`src/rtl/mem_stage_pkg.sv`:
```
// mem_stage_pkg: shared definitions for the memory-access stage.
//   - inter-stage bus widths (EX->MEM, MEM->WB, MEM->decode forwarding)
//   - ld_type bit positions inside the {ld_w,ld_h,ld_hu,ld_b,ld_bu} field
//   - exception vector width and the address-misalignment bit position
//   - packed view of the EX->MEM bus
package mem_stage_pkg;

    localparam int unsigned E2M_W     = 93;
    localparam int unsigned M2W_W     = 86;
    localparam int unsigned M_RFC_W   = 39;
    localparam int unsigned EXC_W     = 16;
    localparam int unsigned LD_TYPE_W = 5;

    // Bit positions within ld_type = {ld_w, ld_h, ld_hu, ld_b, ld_bu}
    localparam int unsigned LD_W_BIT  = 4;
    localparam int unsigned LD_H_BIT  = 3;
    localparam int unsigned LD_HU_BIT = 2;
    localparam int unsigned LD_B_BIT  = 1;
    localparam int unsigned LD_BU_BIT = 0;

    // Address-misalignment exception bit inside except[]
    localparam int unsigned EXC_ALE_BIT = 9;

    typedef struct packed {
        logic [31:0]          pc;
        logic [31:0]          result;
        logic                 rf_we;
        logic [4:0]           rf_waddr;
        logic                 res_from_mem;
        logic                 mem_req;
        logic [LD_TYPE_W-1:0] ld_type;
        logic [EXC_W-1:0]     except;
    } e2m_bus_t;

endpackage

```
`src/rtl/mem_stage_load.sv`:
```
// load_align: combinational load-data extraction.
//   rdata   in  32  raw word returned by the data SRAM
//   addr    in  2   low address bits of the access
//   ld_type in  5   {ld_w, ld_h, ld_hu, ld_b, ld_bu}
//   ld_data out 32  selected byte/half/word, sign- or zero-extended
module load_align
    import mem_stage_pkg::*;
(
    input  logic [31:0]          rdata,
    input  logic [1:0]           addr,
    input  logic [LD_TYPE_W-1:0] ld_type,
    output logic [31:0]          ld_data
);

    logic [7:0]  byte_sel;
    logic [15:0] half_sel;

    always_comb begin
        byte_sel = rdata[7:0];
        case (addr)
            2'd0: byte_sel = rdata[7:0];
            2'd1: byte_sel = rdata[15:8];
            2'd2: byte_sel = rdata[23:16];
            2'd3: byte_sel = rdata[31:24];
            default: byte_sel = rdata[7:0];
        endcase
        half_sel = addr[1] ? rdata[31:16] : rdata[15:0];
    end

    always_comb begin
        ld_data = rdata;
        if (ld_type[LD_B_BIT])
            ld_data = {{24{byte_sel[7]}}, byte_sel};
        else if (ld_type[LD_BU_BIT])
            ld_data = {24'h0, byte_sel};
        else if (ld_type[LD_H_BIT])
            ld_data = {{16{half_sel[15]}}, half_sel};
        else if (ld_type[LD_HU_BIT])
            ld_data = {16'h0, half_sel};
    end

endmodule

```
`src/rtl/mem_stage.sv`:
```
// mem_stage: memory-access pipeline stage between execute and writeback.
//   clk, resetn            clock, synchronous active-low reset
//   es_to_ms_valid/bus     instruction from execute (93-bit bus)
//   ms_allowin             stage can accept an instruction this cycle
//   data_sram_data_ok/rdata  SRAM-like data response (oldest request first)
//   except_flush           writeback-raised exception/ertn flush
//   ws_allowin             writeback can accept
//   ms_to_ws_valid/bus     instruction handed to writeback (86-bit bus)
//   ms_rf_collect          {load_pending, rf_we, rf_waddr, final_result} to decode
//   ms_except              valid instruction carrying an exception
module mem_stage
    import mem_stage_pkg::*;
#(
    parameter int unsigned DISCARD_W = 2
) (
    input  logic               clk,
    input  logic               resetn,
    input  logic               es_to_ms_valid,
    output logic               ms_allowin,
    input  logic [E2M_W-1:0]   es_to_ms_bus,
    input  logic               data_sram_data_ok,
    input  logic [31:0]        data_sram_rdata,
    input  logic               except_flush,
    input  logic               ws_allowin,
    output logic               ms_to_ws_valid,
    output logic [M2W_W-1:0]   ms_to_ws_bus,
    output logic [M_RFC_W-1:0] ms_rf_collect,
    output logic               ms_except
);

    e2m_bus_t             ms_bus;
    logic                 ms_valid;
    logic                 data_buf_valid;
    logic [31:0]          data_buf;
    logic [DISCARD_W-1:0] discard_cnt;

    logic        has_except;
    logic        wait_resp;
    logic        resp_here;
    logic        ms_ready_go;
    logic        ms_load_pending;
    logic        accept;
    logic        leave;
    logic        discard_inc;
    logic        discard_dec;
    logic [31:0] load_word;
    logic [31:0] load_data;
    logic [31:0] final_result;

    assign has_except  = |ms_bus.except;
    assign wait_resp   = ms_valid & ms_bus.mem_req & ~has_except;
    // A response only belongs to this instruction once all orphans are drained.
    assign resp_here   = data_sram_data_ok & (discard_cnt == '0);
    assign ms_ready_go = ~wait_resp | data_buf_valid | resp_here;

    assign ms_allowin     = ~ms_valid | (ms_ready_go & ws_allowin);
    assign ms_to_ws_valid = ms_valid & ms_ready_go & ~except_flush;

    assign accept = es_to_ms_valid & ms_allowin;
    assign leave  = ms_to_ws_valid & ws_allowin;

    // Flushing an instruction whose response has not yet arrived orphans it.
    assign discard_inc = except_flush & wait_resp & ~data_buf_valid & ~resp_here;
    assign discard_dec = data_sram_data_ok & (discard_cnt != '0);

    assign load_word = data_buf_valid ? data_buf : data_sram_rdata;

    load_align u_load_align (
        .rdata   (load_word),
        .addr    (ms_bus.result[1:0]),
        .ld_type (ms_bus.ld_type),
        .ld_data (load_data)
    );

    assign final_result    = ms_bus.res_from_mem ? load_data : ms_bus.result;
    assign ms_load_pending = ms_valid & ms_bus.res_from_mem & ~ms_ready_go;

    assign ms_to_ws_bus  = {ms_bus.pc, final_result, ms_bus.rf_we,
                            ms_bus.rf_waddr, ms_bus.except};
    assign ms_rf_collect = {ms_load_pending, ms_bus.rf_we & ms_valid,
                            ms_bus.rf_waddr, final_result};
    assign ms_except     = ms_valid & has_except;

    always_ff @(posedge clk) begin
        if (!resetn) begin
            ms_valid       <= 1'b0;
            ms_bus         <= '0;
            data_buf_valid <= 1'b0;
            data_buf       <= '0;
            discard_cnt    <= '0;
        end else begin
            if (except_flush)
                ms_valid <= 1'b0;
            else if (ms_allowin)
                ms_valid <= es_to_ms_valid;

            if (accept)
                ms_bus <= es_to_ms_bus;

            if (accept || leave) begin
                data_buf_valid <= 1'b0;
            end else if (resp_here && wait_resp && !ws_allowin) begin
                data_buf_valid <= 1'b1;
                data_buf       <= data_sram_rdata;
            end

            case ({discard_inc, discard_dec})
                2'b10:   discard_cnt <= discard_cnt + DISCARD_W'(1);
                2'b01:   discard_cnt <= discard_cnt - DISCARD_W'(1);
                default: discard_cnt <= discard_cnt;
            endcase
        end
    end

endmodule

```
`config.mk`:
```
export PLATFORM = sky130hd
export DESIGN_NAME = mem_stage
export DESIGN_NICKNAME = d
export VERILOG_FILES = /design/src/rtl/mem_stage_pkg.sv /design/src/rtl/mem_stage_load.sv /design/src/rtl/mem_stage.sv
export SDC_FILE = /design/constraint.sdc
export NUM_CORES = 1
export LEC_CHECK = 0
export ABC_AREA = 1
export BUFFER_PORTS_ARGS = -buffer_cell sky130_fd_sc_hd__buf_2
export CAP_MARGIN = 20
export CORE_ASPECT_RATIO = 0.7
export CORE_UTILIZATION = 45
export DETAILED_ROUTE_END_ITERATION = 8
export PLACE_DENSITY = 0.82
export REMOVE_ABC_BUFFERS = 1
export SYNTH_ARGS = -nofsm -noshare
export SYNTH_HDL_FRONTEND = slang
export SYNTH_SLANG_ARGS = --single-unit
```
`constraint.sdc`:
```
create_clock -name clk -period 2.8 [get_ports clk]
set_input_delay 0.28 -clock clk [delete_from_list [all_inputs] [get_ports clk]]
set_output_delay 0.28 -clock clk [all_outputs]
set_load 0.01 [all_outputs]
```
* Word-level counts from Yosys, hierarchy flattened
Cells that the tools add are included.
Word-level totals: register bits 128, input port bits 131, output and inout bits 128, word-level logic and storage cells 68
Cells by class: $add $sub $neg 2, eq/ne operators 5, mux-type cells 9, bitwise gates (word level) 28, reductions and logical operators 12
Operator list (number):
- 2-to-1 mux 32 bit | 6
- case mux 8 bit (4 select lines) | 1
- bitwise AND 1 bit | 16
- 2-to-1 mux 16 bit | 1
- OR reduction 16 bit | 1
- NOT 1 bit | 9
- == test 2 bit, second input constant | 3
- == test 2 x 1 -> 1 bit, second input constant | 2
- logical NOT 2 bit | 2
- case mux 2 bit (2 select lines) | 1
- nonzero test 2 bit | 2
- OR reduction 2 bit | 2
- bitwise OR 1 bit | 3
- adder 2 x 1 -> 2 bit, second input constant | 1
- logical AND 1 bit | 2
- AND reduction 2 bit | 1
- subtractor 2 x 1 -> 2 bit, second input constant | 1
- logical NOT 1 bit | 1
- logical OR 1 bit | 1

* Logic depth before layout (Yosys ltp)
Gate-level depths: netlist of the first run.
depth in word-level cells 12, mapped depth 11, depth with buffers taken out 11

* Modules after synthesis
Synthesis of the first run repeated with hierarchy kept, for this count alone.
Unflattened totals: cell total of the unflattened synthesis 1311, area total of the unflattened synthesis 8075.2 um^2
By module, submodules not included:
- mem_stage | instances 1, cells each 1076, area each 6942.9 um^2, sequential area each 2582.5 um^2
- load_align | instances 1, cells each 235, area each 1132.3 um^2, sequential area each 0.0 um^2

* Least setup slack after synthesis of the first run
OpenSTA, ideal clock, no wires.
path type reg-to-output, from register ms_bus[30] (netlist bit), to output ms_to_ws_bus[37], arrival time 1581 ps, required time 2520 ps, path slack 939 ps, cell stages (with the launch flop) 10, buffers on the path 3, cell sequence dfxtp_1 -> buf_2 -> nand2_1 -> o21ai_0 -> inv_1 -> nand2_1 -> a21oi_2 -> buf_4 -> a21oi_1 -> buf_4
Between the ends: word-level cells in the longest chain between the ends 6, elaborated cells between the ends (all ways) 11, classes of those cells eq/ne (3); mux (7); reduce/logical (1)
RTL lines:
- start, declared | line mem_stage.sv:31 | e2m_bus_t ms_bus;
- start signal, assigned | line mem_stage.sv:98 | ms_bus <= es_to_ms_bus;
- 2-to-1 mux 16 bit | line mem_stage_load.sv:27 | half_sel = addr[1] ? rdata[31:16] : rdata[15:0];
- 2-to-1 mux 32 bit | line mem_stage_load.sv:38 | else if (ld_type[LD_HU_BIT])
- 2-to-1 mux 32 bit | line mem_stage_load.sv:36 | else if (ld_type[LD_H_BIT])
- 2-to-1 mux 32 bit | line mem_stage_load.sv:34 | else if (ld_type[LD_BU_BIT])
- 2-to-1 mux 32 bit (*) | line mem_stage_load.sv:32 | if (ld_type[LD_B_BIT])
- 2-to-1 mux 32 bit (*) | line mem_stage.sv:75 | assign final_result = ms_bus.res_from_mem ? load_data : ms_bus.result;
- end, declared | line mem_stage.sv:26 | output logic [M2W_W-1:0] ms_to_ws_bus,
Every way passes the cells marked *; elsewhere a longest branch is shown, timed or not.

* Worst setup path in the final report of the first run
from register data_buf_valid, to output ms_rf_collect[1]
Between the ends: word-level cells in the longest chain between the ends 7, elaborated cells between the ends (all ways) 8, classes of those cells mux (8)
RTL lines:
- start, declared | line mem_stage.sv:33 | logic data_buf_valid;
- start signal, assigned | line mem_stage.sv:88 | data_buf_valid <= 1'b0;
- start signal, assigned | line mem_stage.sv:101 | data_buf_valid <= 1'b0;
- start signal, assigned | line mem_stage.sv:103 | data_buf_valid <= 1'b1;
- 2-to-1 mux 32 bit (*) | line mem_stage.sv:66 | assign load_word = data_buf_valid ? data_buf : data_sram_rdata;
- 2-to-1 mux 16 bit | line mem_stage_load.sv:27
- 2-to-1 mux 32 bit | line mem_stage_load.sv:38
- 2-to-1 mux 32 bit | line mem_stage_load.sv:36
- 2-to-1 mux 32 bit | line mem_stage_load.sv:34
- 2-to-1 mux 32 bit (*) | line mem_stage_load.sv:32
- 2-to-1 mux 32 bit (*) | line mem_stage.sv:75
- end, declared | line mem_stage.sv:27 | output logic [M_RFC_W-1:0] ms_rf_collect,
Marked as above.

==> results.py, run 1 <==
metrics = {
    "synthesis": {
        "yosys_warnings": 0,
        "synth_commonest_cells": "nand2_1, a21oi_1, nor2_1, inv_1, dfxtp_1",
        "yosysTopAreaCellShare_pct": 33.0,
        "synth.most_common_cell": "nand2_1",
        "syn_inst": 1169,
        "syn_area_per_cell_um2": 6.63,
        "synth_cell_types": 31,
        "async_flop_share_pct": 0,
        "synth_edf_count": 0,
        "synth-seq-cells": 128,
        "synth-main-ff-cell": "dfxtp_1",
        "yosysTopAreaCell": "dfxtp_1",
        "yosysSeqAreaShare_pct": 33.0,
        "synth_area_leaders": "dfxtp_1, a21oi_1, nand2_1, buf_4, nor2_1",
        "synth.cell_area_um2": 7750,
    },
    "cells_and_area": {
        "regArea_um2": 2560,
        "stdcell_area_um2": 9080,
        "final_nets": 1427,
        "nFillCells": 1609,
        "multi_input_area_um2": 3540,
        "diodes": 0,
        "syn2layout_area_growth_pct": 17.1,
        "drive_gt1_share_pct": 28.3,
    },
    "routing": {
        "wl_um": 20600,
        "route.detailed.drc": 0,
        "met2_length_um": 9250,
        "firstDrtPassIters": 5,
        "wl_met1_um": 9380,
        "post_drt_wl_per_cell_um": 13.5,
        "first_iter_violations": 646,
        "ant_nets": 0,
        "via_per_inst": 4.99,
        "routed-via-count": 7642,
        "highest_layer": "met5",
        "met3_length_um": 1830,
    },
    "placed_design": {
        "placed_cell_area_um2": 8450,
        "routabilityCongestion": 0.855,
        "portBuffers": 257,
        "hpwl_um": 14600,
    },
    "clocking": {
        "cts_hold_buf": 0,
        "cts_htree_levels": 4,
        "clockBufferDepth": 2,
        "clock_latency_ns": 0.41,
        "clkTransAtPathRegs_ns": 0.05,
        "cts_made_buffers": 17,
        "post_cts_buffers": 0,
        "cts_tree": "yes",
        "cts-root-buf": "clkbuf_16",
        "cts_sinks": 128,
    },
    "timing": {
        "rsz0062_at_grt": "false",
        "fin_skew_ns": 0.00810,
        "min_period_ns": 2.61,
        "hold_viol_final": 0,
        "setup_viol": 0,
        "drv_slew": 0,
        "fin_tns_setup_ns": 0,
        "fin_crit_sh_pct": 93.2,
        "max_slew_margin_pct": 60.4,
        "tightest_slew_ns": 0.594,
        "max_freq_ghz": 0.383,
    },
    "die": {
        "pin_count": 259,
        "die_h_um": 112,
        "coreArea_um2": 16600,
        "die_w_um": 159,
        "fp-row-count": 39,
        "die_area_um2": 17800,
        "initial_core_util_pct": 46.7,
    },
    "worst_setup_path": {
        "worstSetupEndpointType": "output port",
        "cp_max_fo": 33,
        "worst-endpoint-arrival_ns": 2.33,
        "start_kind": "register",
        "worstPathRequired_ns": 2.52,
        "path_class": "register to output port",
    },
    "pwr": {
        "ir_drop_mv": 0.306,
        "power_frac_comb_pct": 19.2,
        "p_leak_nw": 4.67,
        "power_per_cell_area_nw_per_um2": 589,
        "swShare_pct": 27.4,
        "power_frac_clock_pct": 43.7,
        "p_int_w": 0.00388,
        "p_seq_share_pct": 37.1,
        "p_total_w": 0.00535,
        "p_sw_w": 0.00147,
    },
    "global_routing": {
        "grt-ovfl-total": 0,
        "grt_pass1_wl_um": 33300,
        "antenna_found_initial": 1,
        "grt_pass1_vias": 6705,
        "grt_max_degree": 74,
        "grtUsageTotal_pct": 23.2,
    },
    "hold_path": {
        "hold_class": "primary input to register",
    },
    "status": {
        "outcome": "complete, no violations",
    },
    "job": {
        "maxCapViolations": 0,
    },
}
per-layer routing:
metal	up-vias	global-route usage (%)
li1	3873	-
met4	2	5.19
met3	18	6.26
met2	321	36.6
met5	-	0
met1	3428	31.5
logic make-up (layout without fill, tap and decap cells):
group                      after synthesis  count (layout)  share of synthesized area (%)
DFF                                    128             128                           33.0
and+or+nand+nor                        447             447                           26.9
muxes                                    1               1                          0.129
xor gates and xnor gates                 1               1                          0.113
AOI/OAI and AO/OA                      274             274                           18.1
buffers and inverters                  317             454                           21.5
adders and majority gates                1               1                          0.161
through the flow:
stage,cells,worst slack [ns],util [%],hold slack [ns]
after floorplan,996,-0.0431,-,0.401
after global placement,1501,0.577,51.0,0.433
after detailed placement,1501,0.497,51.0,0.441
after CTS,1531,0.0403,54.6,0.116
after global routing,1531,0.00215,54.7,0.166
final,1531,0.190,54.7,0.137
critical path: stages (launching register included):
cell	delay (ns)
dfxtp_1	0.37
buf_4	0.24
buf_6	0.26
o21ai_0	0.26
o22ai_1	0.22
o21ai_0	0.12
a22oi_1	0.26
buf_2	0.19
registers in the layout (all words and copies together) (netlist names):
name / count
data_buf_valid: 1
data_buf: 32
ms_to_ws_bus: 49
discard_cnt: 2
ms_bus: 38
ms_valid: 1
ms_rf_collect: 5
cell usage in the layout, fill, tap and decap left out, types with 2 or more instances in the layout:
cell | netlist | routed
inv_1 | 142 | 141
a21oi_1 | 165 | 165
bufinv_16 | 0 | 4
clkbuf_16 | 0 | 17
buf_2 | 27 | 255
nand2_2 | 1 | 2
dfxtp_1 | 128 | 127
clkinv_2 | 0 | 2
nor3_1 | 7 | 7
buf_12 | 0 | 5
nor2_1 | 146 | 146
nand3_2 | 50 | 51
buf_6 | 12 | 2
o21ai_1 | 5 | 5
nor2_2 | 4 | 4
o21ai_0 | 90 | 89
nand3_1 | 46 | 45
o211ai_1 | 7 | 7
clkbuf_8 | 0 | 3
buf_4 | 94 | 18
o22ai_1 | 3 | 3
nand2_1 | 190 | 189
clkbuf_1 | 32 | 4
path summary, 6_finish.rpt:
path	startpoint	endpoint	slack [ns]	cells after the start
worst min-delay path	except_flush	ms_valid	0.14	4
worst max register to register	ms_to_ws_bus[4]	ms_to_ws_bus[81]	0.57	9
worst max-delay path	data_buf_valid	ms_rf_collect[1]	0.19	7
worst min register to register	data_buf[21]	data_buf[21]	0.45	2
layout make-up:
type	count	area share (%)
Timing Repair Buffer	280	16.9
Clock inverter	6	1.43
Clock buffer	24	5.30
Multi-Input combinational cell	724	39.0
Tap cell	225	3.10
Sequential cell	128	28.2
Inverter	144	6.02
power groups by stage:
| stage | combinational, W | clock (W) | sequential (W) |
|---|---|---|---|
| after floorplan | 0.000499 | 0 | 0.00205 |
| after global placement | 0.00100 | 0 | 0.00202 |
| after detailed placement | 0.00102 | 0 | 0.00202 |
| after global routing | 0.00114 | 0.00247 | 0.00200 |
| final | 0.00103 | 0.00234 | 0.00199 |
| after CTS | 0.00103 | 0.00239 | 0.00198 |
timing repair:
| action | in CTS | in global routing |
|---|---|---|
| hold endpoints to repair | 0 | 0 |
| setup endpoints to repair | 0 | 48 |
| gates resized for setup | 0 | 8 |
No activity file was read; power rests on OpenSTA's default activity.
==> inputs of run 2 (changes only) <==
Settings changed: CELL_PAD_IN_SITES_DETAIL_PLACEMENT set to 2, CELL_PAD_IN_SITES_GLOBAL_PLACEMENT set to 2, CORE_UTILIZATION 45 to 29, PLACE_DENSITY 0.82 to 0.95.
==> run 2 against run 1 <==
Register-to-register slack worse by 0.08 ns. Flip-flop and latch count unchanged. Global-route usage down 0.96 points. Clock-buffer cell count down 6. Clock power up 7%. Cell area up 3.7%. First-iteration DRC count down 59%. Critical path depth up 5. Final cell count up 9.8%. Setup slack worse by 0.044 ns. Largest cell class unchanged. Largest power group unchanged. Highest routed layer unchanged.
==> results.py, run 2 (same netlist as run 1, synthesis figures left out) <==
metrics = {
    "status": {
        "outcome": "complete, no violations",
    },
    "clocking": {
        "cts_made_buffers": 17,
        "cts_htree_levels": 4,
        "clockBufferDepth": 2,
        "cts_hold_buf": 0,
        "clock_latency_ns": 0.43,
        "clkTransAtPathRegs_ns": 0.06,
        "cts_sinks": 128,
        "cts-root-buf": "clkbuf_16",
        "cts_tree": "yes",
    },
    "timing": {
        "drv_slew": 0,
        "fin_skew_ns": 0.00840,
        "max_freq_ghz": 0.377,
        "hold_viol_final": 0,
        "min_period_ns": 2.65,
        "fin_crit_sh_pct": 94.8,
        "setup_viol": 0,
        "tightest_slew_ns": 0.675,
        "rsz0062_at_grt": "true",
        "max_slew_margin_pct": 55.0,
    },
    "cells_and_area": {
        "drive_gt1_share_pct": 29.9,
        "final_common_cell": "buf_2",
        "syn2layout_area_growth_pct": 21.4,
        "stdcell_count": 1681,
        "most-common-layout-cells": "buf_2, nand2_1, a21oi_1, nor2_1, inv_1",
        "largest_reg_flops": 49,
        "finish.utilization_pct": 36.2,
        "final_nets": 1438,
    },
    "die": {
        "die_w_um": 197,
        "pin_count": 259,
        "fp-row-count": 49,
        "coreArea_um2": 26000,
        "initial_core_util_pct": 29.8,
        "die_area_um2": 27400,
        "die_h_um": 139,
    },
    "placed_design": {
        "routabilityCongestion": 0.781,
        "dp.cells": 1635,
        "hpwl_um": 21700,
        "portBuffers": 257,
    },
    "global_routing": {
        "grtUsageTotal_pct": 22.2,
        "grt_pass1_vias": 8679,
        "grt-ovfl-total": 0,
        "grt_pass1_wl_um": 47400,
        "antenna_found_initial": 8,
        "grt_max_degree": 72,
    },
    "pwr": {
        "p_leak_nw": 4.73,
        "power_per_cell_area_nw_per_um2": 599,
        "ir_drop_mv": 0.424,
    },
    "worst_setup_path": {
        "worstSetupEndpointType": "output port",
        "worstPathRequired_ns": 2.52,
        "start_kind": "register",
        "worst-endpoint-arrival_ns": 2.37,
        "cp_max_fo": 9,
        "path_class": "register to output port",
    },
    "hold_path": {
        "hold_class": "primary input to register",
    },
    "job": {
        "maxCapViolations": 0,
    },
    "routing": {
        "via_per_inst": 4.81,
        "wl_um": 30500,
        "ant_nets": 0,
        "routed-via-count": 8090,
        "firstDrtPassIters": 6,
        "post_drt_wl_per_cell_um": 18.2,
        "route.detailed.drc": 0,
        "first_iter_violations": 264,
    },
}
[run 2: worst paths after layout]
| kind | endpoint | from | slack, ns | depth (start not counted) |
|---|---|---|---|---|
| max | ms_rf_collect[12] | data_buf_valid | 0.15 | 12 |
| min | ms_valid | except_flush | 0.12 | 4 |
| max reg2reg | ms_to_ws_bus[77] | ms_valid | 0.49 | 9 |
| min reg2reg | data_buf[19] | data_buf[19] | 0.45 | 2 |
[run 2: stage by stage]
| step | total power [W] | instance area (um^2) | hold slack (ns) | setup WS (ns) | TNS [ns] |
|---|---|---|---|---|---|
| 6_report | 0.00564 | 9410 | 0.117 | 0.146 | 0 |
| 5_1_grt | 0.00591 | 9410 | 0.118 | -0.0387 | -0.172 |
| 4_1_cts | 0.00570 | 9350 | 0.0869 | 0.0359 | 0 |
| 3_5_place_dp | 0.00313 | 8610 | 0.446 | -0.00873 | -0.0104 |
| 3_3_place_gp | 0.00307 | 8610 | 0.430 | 0.0955 | 0 |
| 2_1_floorplan | 0.00255 | 6630 | 0.401 | -0.0431 | -3.82 |
[run 2: layout make-up]
| class | count | area [um^2] |
|---|---|---|
| clock inverters | 14 | 214 |
| fillers | 3197 | 16600 |
| repair buffers | 291 | 1600 |
| inverters | 144 | 544 |
| clock buffers | 18 | 439 |
| well taps | 357 | 447 |
| multi-input cells | 724 | 3590 |
| diodes | 5 | 12.5 |
| flip-flops and latches | 128 | 2570 |
[run 2: routing by layer]
metal  vias to the layer above  routed length (um)  global-route usage (%)
met5                         -                  35                       0
met4                         6                 357                    5.71
li1                       3894                   -                       -
met3                        28                1720                    5.37
met2                       198               15000                    38.9
met1                      3964               13400                    27.0
[run 2: what timing repair did]
item | in CTS | in global routing
resized for setup | 7 | 9
buffers inserted | 6 | 3
pin swaps | 1 | 1
hold endpoints to repair | 0 | 0
endpoints found under the setup margin | 64 | 42
[run 2: worst max-delay path, stage by stage, from the launching register on]
cell and delay (ns):
dfxtp_4 0.38, inv_2 0.13, nand2_1 0.06, o21ai_1 0.11
inv_1 0.11, o21ai_0 0.16, inv_1 0.07, nand2_1 0.13
a21oi_4 0.09, buf_12 0.15, buf_4 0.17, a21oi_1 0.20
buf_2 0.17
[run 2: power breakdown]
| group | total [W] | switching, W | internal [W] | leakage (nW) |
|---|---|---|---|---|
| Combinational | 0.00114 | 0.000713 | 0.000422 | 3.36 |
| Sequential | 0.00199 | 0.0000706 | 0.00192 | 1.06 |
| Clock | 0.00251 | 0.000905 | 0.00160 | 0.312 |
